File: src/rtl/led_frame_sched.sv
// Frame scheduler for the LED driver: periodic start pulses, busy handshake, end-of-frame pulse,
// per-frame frozen colour vector and a zone pattern that rotates every ROTATE_FRAMES frames.
module led_frame_sched #(
    parameter int ZONES         = 8,
    parameter int CW            = 4,
    parameter int FRAME_PERIOD  = 2070000,
    parameter int ROTATE_FRAMES = 64,
    parameter int ACK_TIMEOUT   = 16,
    parameter logic [ZONES*3*CW-1:0] PAT_RST = 96'hfff_f0f_00f_0ff_0f0_ff0_fa0_f00
) (
    input  logic                    clk_fast,
    input  logic                    rstn,
    input  logic                    run_i,
    input  logic                    busy_i,
    input  logic                    load_i,
    input  logic [ZONES*3*CW-1:0]   pattern_i,
    input  logic                    clr_i,
    output logic                    start_o,
    output logic                    en_o,
    output logic [ZONES*3*CW-1:0]   color_o,
    output logic [15:0]             frame_cnt_o,
    output logic                    overrun_o,
    output logic                    ack_err_o,
    output logic [2:0]              dbg_state_o
);

    localparam int PW = ZONES * 3 * CW;
    localparam int ZW = 3 * CW;
    localparam int TW = (FRAME_PERIOD > 1) ? $clog2(FRAME_PERIOD) : 1;
    localparam int AW = $clog2(ACK_TIMEOUT + 1);
    localparam int RW = $clog2(ROTATE_FRAMES + 1);
    localparam logic [TW-1:0] TICK_LAST = TW'(FRAME_PERIOD - 1);
    localparam logic [AW-1:0] ACK_LAST  = AW'(ACK_TIMEOUT - 1);
    localparam logic [RW-1:0] ROT_LAST  = RW'(ROTATE_FRAMES - 1);

    typedef enum logic [2:0] {
        S_IDLE      = 3'd0,
        S_WAIT_TICK = 3'd1,
        S_ISSUE     = 3'd2,
        S_ACK       = 3'd3,
        S_DONE      = 3'd4,
        S_FIN       = 3'd5
    } state_t;

    state_t          r_state;
    logic [TW-1:0]   r_tick_cnt;
    logic [AW-1:0]   r_ack_cnt;
    logic [RW-1:0]   r_rot_cnt;
    logic [PW-1:0]   r_pat;
    logic [PW-1:0]   r_color;
    logic [15:0]     r_frame_cnt;
    logic            r_start;
    logic            r_en;
    logic            r_overrun;
    logic            r_ack_err;
    logic            w_tick;

    assign w_tick = run_i && (r_tick_cnt == TICK_LAST);

    // Free-running period counter; parked at zero whenever scheduling is disabled.
    always_ff @(posedge clk_fast) begin
        if (!rstn) begin
            r_tick_cnt <= '0;
        end else if (!run_i || w_tick) begin
            r_tick_cnt <= '0;
        end else begin
            r_tick_cnt <= r_tick_cnt + 1'b1;
        end
    end

    always_ff @(posedge clk_fast) begin
        if (!rstn) begin
            r_state     <= S_IDLE;
            r_start     <= 1'b0;
            r_en        <= 1'b0;
            r_color     <= '0;
            r_frame_cnt <= '0;
            r_overrun   <= 1'b0;
            r_ack_err   <= 1'b0;
            r_pat       <= PAT_RST;
            r_rot_cnt   <= '0;
            r_ack_cnt   <= '0;
        end else begin
            r_start <= 1'b0;
            r_en    <= 1'b0;
            // Clear first so a flag raised below in the same cycle survives.
            if (clr_i) begin
                r_overrun <= 1'b0;
                r_ack_err <= 1'b0;
            end
            case (r_state)
                S_IDLE: begin
                    if (run_i) r_state <= S_WAIT_TICK;
                end
                S_WAIT_TICK: begin
                    if (!run_i) begin
                        r_state <= S_IDLE;
                    end else if (w_tick) begin
                        if (busy_i) begin
                            r_overrun <= 1'b1;
                        end else begin
                            r_state <= S_ISSUE;
                            r_start <= 1'b1;
                            r_color <= r_pat;
                        end
                    end
                end
                S_ISSUE: begin
                    r_state   <= S_ACK;
                    r_ack_cnt <= '0;
                end
                S_ACK: begin
                    if (busy_i) begin
                        r_state <= S_DONE;
                    end else if (r_ack_cnt == ACK_LAST) begin
                        r_ack_err <= 1'b1;
                        r_state   <= S_WAIT_TICK;
                    end else begin
                        r_ack_cnt <= r_ack_cnt + 1'b1;
                    end
                end
                S_DONE: begin
                    if (!busy_i) begin
                        r_state     <= S_FIN;
                        r_en        <= 1'b1;
                        r_frame_cnt <= r_frame_cnt + 16'd1;
                        if (r_rot_cnt == ROT_LAST) begin
                            r_pat     <= {r_pat[PW-ZW-1:0], r_pat[PW-1:PW-ZW]};
                            r_rot_cnt <= '0;
                        end else begin
                            r_rot_cnt <= r_rot_cnt + 1'b1;
                        end
                    end
                end
                S_FIN: begin
                    r_state <= run_i ? S_WAIT_TICK : S_IDLE;
                end
                default: r_state <= S_IDLE;
            endcase
            // A host load overrides any rotation landing on the same edge.
            if (load_i) begin
                r_pat     <= pattern_i;
                r_rot_cnt <= '0;
            end
        end
    end

    assign start_o     = r_start;
    assign en_o        = r_en;
    assign color_o     = r_color;
    assign frame_cnt_o = r_frame_cnt;
    assign overrun_o   = r_overrun;
    assign ack_err_o   = r_ack_err;
    assign dbg_state_o = r_state;

endmodule

File: config.mk
export PLATFORM = sky130hd
export DESIGN_NAME = led_frame_sched
export DESIGN_NICKNAME = d
export VERILOG_FILES = /design/src/rtl/led_frame_sched.sv
export SDC_FILE = /design/constraint.sdc
export NUM_CORES = 1
export LEC_CHECK = 0
export ABC_CLOCK_PERIOD_IN_PS = 2700
export CAP_MARGIN = 40
export CORE_ASPECT_RATIO = 0.75
export CORE_MARGIN = 2
export CORE_UTILIZATION = 53
export CTS_BUF_LIST = sky130_fd_sc_hd__clkbuf_2 sky130_fd_sc_hd__clkbuf_4 sky130_fd_sc_hd__clkbuf_8
export CTS_CLUSTER_DIAMETER = 30
export CTS_CLUSTER_SIZE = 8
export DETAILED_ROUTE_END_ITERATION = 8
export PLACE_DENSITY = 0.83
export SLEW_MARGIN = 25
export SYNTH_ARGS = -nofsm -noshare
export SYNTH_HDL_FRONTEND = slang
export SYNTH_SLANG_ARGS = --single-unit
File: constraint.sdc
create_clock -name clk_fast -period 2.7 [get_ports clk_fast]
set_clock_uncertainty 0.1 [all_clocks]
set_input_delay 0.54 -clock clk_fast [delete_from_list [all_inputs] [get_ports clk_fast]]
set_output_delay 0.54 -clock clk_fast [all_outputs]
set_load 0.02 [all_outputs]
# After elaboration in Yosys (flattened, before gate mapping)
# Cells that the tools add are included.
# totals
word_cells	76
in_bits	102
out_inout_bits	119
ff_bits	248
# classes
n_reduce_logical	16
n_mux	27
n_bitwise	2
add_sub_neg	4
n_eq_ne	16
# ops
operator	count
96-bit 2-to-1 mux	4
21-bit by 1-bit adder with 21-bit output, second input constant	1
21-bit equality test, second input constant	1
3-bit 2-to-1 mux	7
3-bit case mux with 6 select lines	1
16-bit by 1-bit adder with 16-bit output, second input constant	1
1-bit 2-to-1 mux	11
5-bit 2-to-1 mux	2
5-bit case mux with 2 select lines	1
3-bit != test, second input constant	3
2-bit != test, second input constant	4
4-bit AND reduction	2
7-bit by 1-bit adder with 7-bit output, second input constant	1
7-bit by 6-bit equality test with 1-bit output, second input constant	1
7-bit 2-to-1 mux	1
3-bit by 2-bit equality test with 1-bit output, second input constant	2
3-bit equality test, second input constant	2
3-bit AND reduction	2
2-bit nonzero test	3
5-bit by 1-bit adder with 5-bit output, second input constant	1
5-bit by 4-bit equality test with 1-bit output, second input constant	1
5-bit AND reduction	1
2-bit AND reduction	2
2-bit OR reduction	2
7 further kinds	8

# Logic depth before layout (Yosys ltp)
# Gate-level depths: netlist (run 1).
# depth
depth_word	5
ltp_mapped	8
ltp_nobuf	7

# Worst setup path after synthesis (run 1)
# Ideal clock, no wire load.
# synth_path
path_kind	input -> register
from	input port busy_i
to	register r_pat[10]
required_time_ns	2.464
slack_ns	0.376
path_buffers	4
cell_stages	8
setup_time_ns	0.136
arrival_time_ns	2.087
cell_sequence	or4b_1 > clkbuf_1 > or3_1 > clkbuf_1 > buf_2 > buf_2 > nand2_1 > a31oi_1
# synth_between
elab_chain_cells	2
# synth_rtl
item	line	source
start: declaration	14	input logic busy_i,
2-bit by 1-bit != test with 1-bit output (no line)	-	
3-bit AND reduction (no line)	-	
end signal: assignment	128	r_pat <= {r_pat[PW-ZW-1:0], r_pat[PW-1:PW-ZW]};
end signal: assignment	142	r_pat <= pattern_i;
end: declaration	49	logic [PW-1:0] r_pat;
# Every way passes these cells.
# A chain may end at the register's enable or synchronous reset.

# Worst setup path in the final report (run 1)
# layout_path
from	register r_tick_cnt[14]
to	register r_color[86] (netlist: color_o[86])
# layout_between
elab_chain_cells	3
# layout_rtl
item	line	source
start: declaration	46	logic [TW-1:0] r_tick_cnt;
start signal: assignment	67	r_tick_cnt <= r_tick_cnt + 1'b1;
21-bit equality test	58	assign w_tick = run_i && (r_tick_cnt == TICK_LAST);
1-bit logical AND	58	
4-bit AND reduction (no line)	-	
end signal: assignment	104	r_color <= r_pat;
end: declaration	50	logic [PW-1:0] r_color;
# Every way passes these cells.

==> run summary, run 1 <==
* 3 — largest buffer count on any clock path
* 1,684 — placed cells
* 0 — reported max-cap violation count
* 42 — number of buffers inserted during clock tree synthesis
* 6 — iteration count of the initial detailed-routing pass
* 0.535 — initial core utilization
* sky130_fd_sc_hd__dfxtp_1 — commonest non-fill, non-tap cell in the layout
* 0.483 — top-area cell type share of the netlist area
* 1,294 — number of instances in the synthesized netlist
* 0.494 — sequential fraction of design power
* 0 — number of endpoints failing setup at the final stage
* 0 — overall overflow remaining after global route
* 0.322 — global-route total usage across every layer
* 0.0192 mm2 — area of the placeable core
* 1 — initial antenna violation count
* 0.28 ns — flop2flop setup slack
* 6.17 — Via density
* 0.061 — part of the total power dissipated in combinational logic
* 0.86 ns — maximum cell stage delay along the critical path
* 0.483 — share of the yosys chip area belonging to registers
* 0.06 ns — clock edge transition at the registers on the reported setup and hold paths
* 19.3 um — average routed wire per standard cell
* done — CTS tree
* r_tick_cnt[14] — source of the critical timing path
* flip-flop — Critical Path End Type
* 7.95 um2 — Mapped Avg Cell Area
* sky130_fd_sc_hd__dfxtp_1 — largest area contributor in the netlist
* 0.601 ns — actual transition at the worst max-transition pin
* 2.42 ns — shortest period the worst path allows
* 0.445 — clock power share
* 33.7 mm — wire length after detailed routing
* 165 um — chip width
* 0.232 — Switching Share
* 221 — IO Count
* 0.000357 V — Max rail drop VDD
* 1,572 — initial drt markers
* 100 — pin count of the biggest net entering global routing
* 2.71 ns — signal arrival time at the worst endpoint
* 1,750 — Cell Count, Final, Fillers Out
* 5 — number of cell instances on the worst register-to-register path
* 0.0876 — share of final-layout standard cells stronger than drive strength 1
* 2 — H-tree levels
* 5 — count of cell instances traversed by the critical path
* 2.99 ns — required time of the critical path
* 0.895 — final worst path period share
* 0.00496 mm2 — area of all sequential standard cells
* sky130_fd_sc_hd__dfxtp_1 (48%), sky130_fd_sc_hd__nand2_1 (7.9%), sky130_fd_sc_hd__o21ai_0 (6.9%), sky130_fd_sc_hd__nand4_1 (6.8%), sky130_fd_sc_hd__a31oi_1 (5.9%) — top cells by area, synth
* 0 — final slew viol count
* 0.0205 mm2 — total die area
* 0 — synth warn
* 0 — residual antenna-violating net count after detailed routing
* 1 — count of buffering cells on the critical path with inverters included
* 248 — TritonCTS sink count
* 0.53 ns — worst-skew pair later-pin latency
* color_o[86] — worst setup path endpoint
* 6.01 mW — internal power contribution
* 125 um — die outline height
* simple AND/OR/NAND/NOR gates — top cell family by delay on the critical path
* 0 — number of failing hold endpoints at the final stage
* sky130_fd_sc_hd__clkbuf_8 — buffer type at the clock tree root
* 0.0138 mm2 — post-route standard cell area excluding fillers
* 0.0103 mm2 — cell area after technology mapping
* flip-flop to flip-flop — category of the critical setup timing path
* 0 — number of buffers inserted for hold repair after clock tree synthesis
* no — setup repair after global routing missed its margin
* 55 — worst-path maximum fanout
* 0.414 GHz — achievable frequency
* 1,516 — final-layout fill cell count
* 0 — number of buffers inserted to repair setup after CTS
* 0 — number of remaining DRC errors
* 44 — row count
* 568 mW/mm2 — PwrDens
* 22.4 mm — estimated wirelength of the detail-placed design
* flip-flop to flip-flop — worst hold path class
* 33.9% — Area growth, synth to finish
* 4.77 nW — leakage
* 1.81 mW — switching pwr
* 53.2 mm — global-route wire length before repair
* 0.354 ns — Worst Hold Slack
* 0.00483 mm2 — multi-input gate area in the final layout
* 0 — EDFF count, synth
* sky130_fd_sc_hd__dfxtp_1 — most instantiated flip-flop cell in the synthesis netlist
* 1,582 — net count reported at finish
* finished clean — status
* 10,227 — number of global-route vias before repair
* 45 — unique cell type count in the Yosys netlist
* 0.599 — worst max-slew margin expressed relative to the limit
* 0.860 — Placer Congestion
* r_tick_cnt[14] — launching point of the worst reg2reg path
* 0 — quantity of gates resized following cts
* flip-flop — startpoint type of the worst setup path
* sky130_fd_sc_hd__dfxtp_1 (248), sky130_fd_sc_hd__clkdlybuf4s50_1 (219), sky130_fd_sc_hd__nand2_1 (216) — commonest cells after routing, fill and taps aside
* or2_2 -> or4_2 -> buf_12 -> o21ai_0 -> a21oi_1 — Critical Path, Cell by Cell
* 220 — number of I/O port buffers
* sky130_fd_sc_hd__or4_2 — Slowest-stage cell, CP
* 1,401 — Net Count, Synth
* 10,796 — overall via count from detail_route
* color_o[86] — end of the worst register-to-register path
* 248 — register bit total from synthesis
* 0.0129 mm2 — instance area after placement
* 0 — share of flip-flops with an asynchronous set or reset after synthesis
==> final cells by class <==
cell class / instances / share of cell area
sequential: 248 / 0.360
antenna: 1 / 0.000182
tap: 253 / 0.0230
inverter: 8 / 0.00273
clock inverter: 10 / 0.00909
clock buffer: 55 / 0.0527
multi-input combinational: 907 / 0.351
timing repair buffer: 268 / 0.201
==> power by group through the flow <==
stage | Sequential [mW] | Combinational [mW] | Clock [mW]
floorplan | 3.89 | 0.220 | 0
global placement | 3.93 | 0.455 | 0
detailed placement | 3.93 | 0.467 | 0
CTS | 3.86 | 0.471 | 3.52
global route | 3.87 | 0.515 | 3.70
finish | 3.87 | 0.477 | 3.48
==> Yosys cell counts, types with 2 or more instances <==
library cell,n
sky130_fd_sc_hd__nand4_1,112
sky130_fd_sc_hd__and2_1,2
sky130_fd_sc_hd__buf_2,10
sky130_fd_sc_hd__or4_1,6
sky130_fd_sc_hd__dfxtp_1,248
sky130_fd_sc_hd__nand3b_1,2
sky130_fd_sc_hd__nand3_1,15
sky130_fd_sc_hd__ha_1,5
sky130_fd_sc_hd__inv_1,7
sky130_fd_sc_hd__and3_1,5
sky130_fd_sc_hd__xor2_1,13
sky130_fd_sc_hd__a31oi_1,97
sky130_fd_sc_hd__or2_2,3
sky130_fd_sc_hd__nand2b_1,3
sky130_fd_sc_hd__buf_1,3
sky130_fd_sc_hd__a21oi_1,118
sky130_fd_sc_hd__or4b_1,2
sky130_fd_sc_hd__nor2_1,33
sky130_fd_sc_hd__xnor2_1,14
sky130_fd_sc_hd__nand4b_1,3
sky130_fd_sc_hd__clkbuf_1,118
sky130_fd_sc_hd__nor2b_1,3
sky130_fd_sc_hd__nor4_1,8
sky130_fd_sc_hd__o31ai_1,4
sky130_fd_sc_hd__o21ai_1,10
sky130_fd_sc_hd__o21ai_0,142
sky130_fd_sc_hd__nor3_1,63
sky130_fd_sc_hd__nand2_1,216
sky130_fd_sc_hd__or3_1,13
==> registers in the layout (all words and copies together), names as in the netlist <==
name	flops
color_o	96
r_ack_cnt	5
dbg_state_o	3
r_tick_cnt	21
ack_err_o	1
r_rot_cnt	7
r_pat	96
frame_cnt_o	16
en_o	1
overrun_o	1
start_o	1
==> how the worst min path moves through the flow <==
| stage | start | slack [ns] | end | cells past startpoint |
|---|---|---|---|---|
| floorplan | r_rot_cnt[6] | 0.32 | r_rot_cnt[6] | 1 |
| global placement | r_rot_cnt[6] | 0.33 | r_rot_cnt[6] | 1 |
| detailed placement | r_rot_cnt[6] | 0.35 | r_rot_cnt[6] | 1 |
| CTS | r_rot_cnt[6] | 0.36 | r_rot_cnt[6] | 1 |
| global route | r_rot_cnt[6] | 0.38 | r_rot_cnt[6] | 1 |
| finish | r_ack_cnt[4] | 0.35 | r_ack_cnt[4] | 2 |
==> metrics by stage <==
stage	total power [mW]	TNS, ns	worst slack, ns	utilization
floorplan	4.11	0	0.376	-
global placement	4.39	-3.25	-0.0470	0.672
detailed placement	4.40	-13.63	-0.179	0.672
CTS	7.84	0	0.314	0.717
global route	8.09	0	0.153	0.717
finish	7.82	0	0.283	0.717
==> worst register-to-register path, delay by kind of cell, from the launching register on <==
family | cells | cell delay [ns]
simple gates | 2 | 1.19
flops | 1 | 0.36
compound gates | 2 | 0.36
buf+inv | 1 | 0.27
==> cells by family (layout without fill, tap and decap cells) <==
logic type	Yosys count	in the layout	synth area share
simple gates	496	496	0.236
compound gates	379	379	0.200
other cells	0	1	0
flops	248	248	0.483
fa+ha+maj	5	5	0.00608
xor+xnor	27	27	0.0230
buf+inv	139	341	0.0519
==> layer usage <==
layer  vias up  GRT usage  wire length, um
met1      5094      0.452            14200
met5         -          0                0
met3        84     0.0763             3400
met2       600      0.485            15100
li1       5018          -                -
met4         0      0.116              980
No activity file was read; power rests on OpenSTA's default activity.
==> run 2, diff against run 1 <==
--- a/config.mk
+++ b/config.mk
@@ -8,7 +8,6 @@
 export ABC_CLOCK_PERIOD_IN_PS = 2700
 export CAP_MARGIN = 40
 export CORE_ASPECT_RATIO = 0.75
-export CORE_MARGIN = 2
 export CORE_UTILIZATION = 53
 export CTS_BUF_LIST = sky130_fd_sc_hd__clkbuf_2 sky130_fd_sc_hd__clkbuf_4 sky130_fd_sc_hd__clkbuf_8
 export CTS_CLUSTER_DIAMETER = 30
==> run 2 against run 1 <==
Effect of this change: die area fell by 2.8%; routed wire length fell by 2.5%; first-iteration DRC count fell by 15%; utilization rose by 1.3 points; non-clock buffer count fell by 4; clock power fell by 5%; global-route usage barely moved; worst setup slack improved by 0.0061 ns; via count rose by 0.16%; final cell count fell by 0.57%; fmax rose by 0.25%; critical path depth rose by 2; highest routed layer unchanged.
==> run summary, run 2 (synthesized netlist as in run 1, its figures left out) <==
* 0.322 — global-route total usage across every layer
* 32.9 mm — wire length after detailed routing
* 18.9 um — average routed wire per standard cell
* 2.41 ns — shortest period the worst path allows
* 0.873 — Placer Congestion
* 0.893 — final worst path period share
* 0.062 — part of the total power dissipated in combinational logic
* done — CTS tree
* 51.2 mm — global-route wire length before repair
* sky130_fd_sc_hd__dfxtp_1 (248), sky130_fd_sc_hd__clkdlybuf4s50_1 (220), sky130_fd_sc_hd__nand2_1 (216) — commonest cells after routing, fill and taps aside
* 5 — iteration count of the initial detailed-routing pass
* 1,578 — net count reported at finish
* 3 — largest buffer count on any clock path
* 0 — reported max-cap violation count
* 0 — Ant. Diodes
* 0.0137 mm2 — post-route standard cell area excluding fillers
* finished clean — status
* 2.72 ns — signal arrival time at the worst endpoint
* 123 um — die outline height
* 6 — number of cell instances on the worst register-to-register path
* -0.188 ns — Place WS
* 0 — number of remaining DRC errors
* 1.82 mW — switching pwr
* 0.00483 mm2 — multi-input gate area in the final layout
* 0.0129 mm2 — instance area after placement
* 0 — overall overflow remaining after global route
* 221 — IO Count
* 0.000314 V — Max rail drop VDD
* 0 — number of buffers inserted for hold repair after clock tree synthesis
* 0 — final slew viol count
* 0.415 GHz — achievable frequency
* 10,813 — overall via count from detail_route
* 0.0851 — share of final-layout standard cells stronger than drive strength 1
* 0 — number of failing hold endpoints at the final stage
* 220 — number of I/O port buffers
* 2 — H-tree levels
* 42 — number of buffers inserted during clock tree synthesis
* 3.01 ns — required time of the critical path
* no — setup repair after global routing missed its margin
* 0.345 ns — Worst Hold Slack
* primary input to flip-flop — category of the critical setup timing path
* 0.237 — Switching Share
* 7.65 mW — final total power
* 0.0200 mm2 — total die area
* 0.00496 mm2 — area of all sequential standard cells
* 560 mW/mm2 — PwrDens
* 0.534 — worst max-slew margin expressed relative to the limit
* 1 — Hold Path Cell Cnt
* 0 — residual antenna-violating net count after detailed routing
* 0 — number of buffers inserted to repair setup after CTS
* 6.21 — Via density
* 0.433 — clock power share
* 0 — quantity of gates resized following cts
* sky130_fd_sc_hd__dfxtp_1 — commonest non-fill, non-tap cell in the layout
* primary input — startpoint type of the worst setup path
* 0.549 — initial core utilization
* 163 um — chip width
* 0 — number of endpoints failing setup at the final stage
* 0.06 ns — clock edge transition at the registers on the reported setup and hold paths
* 0.699 ns — actual transition at the worst max-transition pin
* 5.84 mW — internal power contribution
* 9,688 — number of global-route vias before repair
* 100 — pin count of the biggest net entering global routing
* sky130_fd_sc_hd__clkbuf_8 — buffer type at the clock tree root
* 0.506 — sequential fraction of design power
* 43 — worst-path maximum fanout
* 43 — row count
* flip-flop — Critical Path End Type
* 32.9% — Area growth, synth to finish
* 4.73 nW — leakage
* 1,341 — initial drt markers
* 0 — initial antenna violation count
* flip-flop to flip-flop — worst hold path class
* 248 — TritonCTS sink count
* 0.0187 mm2 — area of the placeable core
* 1,430 — final-layout fill cell count
* 0.289 ns — crit path setup slack, layout
* 0.53 ns — worst-skew pair later-pin latency
* 21.7 mm — estimated wirelength of the detail-placed design
-- run 2: final cells by class --
| cell class | count | share of cell area |
|---|---|---|
| Timing Repair Buffer | 264 | 0.199 |
| Tap cell | 247 | 0.0226 |
| Multi-Input combinational cell | 907 | 0.353 |
| Clock inverter | 10 | 0.00567 |
| Clock buffer | 56 | 0.0536 |
| Inverter | 8 | 0.00275 |
| Sequential cell | 248 | 0.363 |
-- run 2: path summary, 6_finish.rpt --
kind / start / end / slack (ns)
hold reg to reg: r_rot_cnt[6] / r_rot_cnt[6] / 0.35
hold / removal: r_rot_cnt[6] / r_rot_cnt[6] / 0.35
setup reg to reg: dbg_state_o[1] / color_o[65] / 0.36
setup / recovery: busy_i / color_o[65] / 0.29
-- run 2: power groups by stage --
stage | registers [mW] | logic [mW] | clock network, mW
3_5_place_dp | 3.94 | 0.465 | 0
6_report | 3.87 | 0.474 | 3.31
3_3_place_gp | 3.94 | 0.458 | 0
5_1_grt | 3.87 | 0.513 | 3.52
2_1_floorplan | 3.89 | 0.220 | 0
4_1_cts | 3.86 | 0.468 | 3.34
-- run 2: per-layer routing --
metal / global-route usage / up-vias / part of all wire
met5: 0 / - / 0
li1: - / 5029 / -
met2: 0.469 / 658 / 0.43
met3: 0.0669 / 79 / 0.11
met4: 0.119 / 0 / 0.028
met1: 0.467 / 5047 / 0.44
-- run 2: per-stage QoR --
stage,util,std cells,TNS [ns]
2_1_floorplan,-,1294,0
3_3_place_gp,0.687,1674,-8.26
3_5_place_dp,0.687,1674,-16.32
4_1_cts,0.730,1740,0
5_1_grt,0.730,1740,0
6_report,0.730,1740,0
-- run 2: critical path, stage by stage --
cell                              delay [ns]
sky130_fd_sc_hd__clkdlybuf4s50_1        0.45
sky130_fd_sc_hd__buf_4                  0.15
sky130_fd_sc_hd__or4b_1                 0.46
sky130_fd_sc_hd__or3_2                  0.45
sky130_fd_sc_hd__buf_4                  0.27
sky130_fd_sc_hd__o21ai_0                0.27
sky130_fd_sc_hd__a21oi_1                0.10
==> run 3, diff against run 2 <==
==> constraint.sdc (replaced) <==
create_clock -name clk_fast -period 2.7 [get_ports clk_fast]
set_clock_uncertainty 0.1 [all_clocks]
set_input_delay 0.27 -clock clk_fast [delete_from_list [all_inputs] [get_ports clk_fast]]
set_output_delay 0.27 -clock clk_fast [all_outputs]
set_load 0.02 [all_outputs]
==> run 3 against run 2 <==
Effect of this change: critical path depth decreased by 1; global-route usage is 0.89 points higher; register-to-register slack better by 0.04 ns; via count up 0.75%; routed wire length increased by 2.3%; critical endpoint is now r_tick_cnt[5]; worst setup slack better by 0.11 ns; clock power is 15% higher.
==> run summary, run 3 (synthesized netlist as in run 1, its figures left out) <==
* 0.0200 mm2 — total die area
* 0.0777 — share of final-layout standard cells stronger than drive strength 1
* flip-flop — Critical Path End Type
* 221 — IO Count
* 0 — number of endpoints failing setup at the final stage
* 3 — largest buffer count on any clock path
* 0.435 GHz — achievable frequency
* 1,504 — initial drt markers
* 10,894 — overall via count from detail_route
* 19.5 um — average routed wire per standard cell
* 1,665 — placed cells
* finished clean — status
* 0.733 — post-layout utilization of the core
* 0 — number of remaining DRC errors
* no — setup repair after global routing missed its margin
* 8.13 mW — final total power
* 0 — overall overflow remaining after global route
* 0.484 — met1 Use GR
* 3.00 ns — required time of the critical path
* met1 — routing layer with the top usage in global route
* 0.549 — initial core utilization
* 0.54 ns — maximum cell stage delay along the critical path
* 0 — reported max-cap violation count
* 163 um — chip width
* 0 — residual antenna-violating net count after detailed routing
* 0.54 ns — worst-skew pair later-pin latency
* 4.72 nW — leakage
* 2.60 ns — signal arrival time at the worst endpoint
* 0.331 — global-route total usage across every layer
* 0 — Ant. Diodes
* done — CTS tree
* 21.7 mm — estimated wirelength of the detail-placed design
* sky130_fd_sc_hd__buf_4 — dominant cell type by count on the critical path
* 0 — number of buffers inserted to repair setup after CTS
* 220 — number of I/O port buffers
* 0.403 ns — crit path setup slack, layout
* sky130_fd_sc_hd__dfxtp_1 — commonest non-fill, non-tap cell in the layout
* 0.525 — worst max-slew margin expressed relative to the limit
* 0.000377 V — Max rail drop VDD
* 0 — quantity of gates resized following cts
* 6.30 — Via density
* 592 mW/mm2 — PwrDens
* 0.112 ns — Place WS
* 0.870 — Placer Congestion
* 0 — initial antenna violation count
* 43 — row count
* nand4bb_1 -> nor4_2 -> buf_4 -> a21o_1 -> buf_4 -> nor2_1 — Critical Path, Cell by Cell
* 0 ns — Setup TNS
* 2.30 ns — shortest period the worst path allows
* 0.0639 — fraction of met3 tracks used by global routing
* 0 — number of buffers inserted for hold repair after clock tree synthesis
* 2 — count of buffering cells on the critical path with inverters included
* 5 — iteration count of the initial detailed-routing pass
* 0.06 ns — clock edge transition at the registers on the reported setup and hold paths
* 9,875 — number of global-route vias before repair
* 33.6 mm — wire length after detailed routing
* sky130_fd_sc_hd__clkbuf_8 — buffer type at the clock tree root
* 33.4% — Area growth, synth to finish
* 96 — pin count of the biggest net entering global routing
* 123 um — die outline height
* 1,569 — net count reported at finish
* sky130_fd_sc_hd__nor4_2 — Slowest-stage cell, CP
* 2 — H-tree levels
* 0.713 ns — actual transition at the worst max-transition pin
* 0.478 — met2 global-route usage
* flip-flop to flip-flop — category of the critical setup timing path
* flip-flop — startpoint type of the worst setup path
* 0.0187 mm2 — area of the placeable core
* 0 — number of failing hold endpoints at the final stage
* primary input to flip-flop — worst hold path class
* simple AND/OR/NAND/NOR gates — top cell family by delay on the critical path
* 0.851 — final worst path period share
* 42 — number of buffers inserted during clock tree synthesis
* 248 — TritonCTS sink count
* 1,728 — Cell Count, Final, Fillers Out
* sky130_fd_sc_hd__dfxtp_1 (248), sky130_fd_sc_hd__clkdlybuf4s50_1 (220), sky130_fd_sc_hd__nand2_1 (216) — commonest cells after routing, fill and taps aside
* 9 — worst-path maximum fanout
* 52.5 mm — global-route wire length before repair
* 0 — final slew viol count
==> run 3: cell types whose count changed in the layout (fill, tap and decap cells not counted) <==
cell / delta
sky130_fd_sc_hd__clkbuf_4: -2
sky130_fd_sc_hd__buf_4: -9
sky130_fd_sc_hd__clkbuf_8: +1
sky130_fd_sc_hd__clkinv_2: -7
sky130_fd_sc_hd__bufinv_16: +5
==> run 3: tightest hold or removal path: cells and delay by family <==
family | cells | cell delay (ns)
AOI/OAI and AO/OA | 2 | 0.18
buffers and inverters | 1 | 0.39
==> run 3: final cells by class <==
| type | instances | area [um2] |
|---|---|---|
| multi-input combinational | 907 | 4830 |
| tap | 247 | 309 |
| inverter | 8 | 37.5 |
| clock inverter | 8 | 193 |
| clock buffer | 55 | 732 |
| fill | 1413 | 5000 |
| timing repair buffer | 255 | 2650 |
| sequential | 248 | 4960 |
==> run 3: path summary, 6_finish.rpt <==
path	start	end	slack, ns	cells after the start
min	pattern_i[6]	r_pat[6]	0.27	3
max reg2reg	r_tick_cnt[9]	r_tick_cnt[5]	0.40	6
min reg2reg	r_ack_cnt[4]	r_ack_cnt[4]	0.35	2
max	r_tick_cnt[9]	r_tick_cnt[5]	0.40	6
==> run 3: power by group <==
part / internal, mW / switching [mW] / leakage (nW)
sequential: 3.76 / 0.111 / 2.02
clock: 2.31 / 1.47 / 0.474
combinational: 0.229 / 0.243 / 2.23
==> run 3: metrics by stage <==
| stage | hold slack, ns | area, um2 |
|---|---|---|
| after floorplan | 0.323 | 10300 |
| after detailed placement | 0.343 | 12800 |
| after CTS | 0.241 | 13700 |
| after global placement | 0.329 | 12800 |
| final | 0.268 | 13700 |
| after global routing | 0.276 | 13700 |
==> run 3: metal layers <==
layer  wire (um)  up-vias
li1            -     5014
met1       14700     5075
met2       14100      715
met3        3730       90
met4        1050        0
met5           0        -
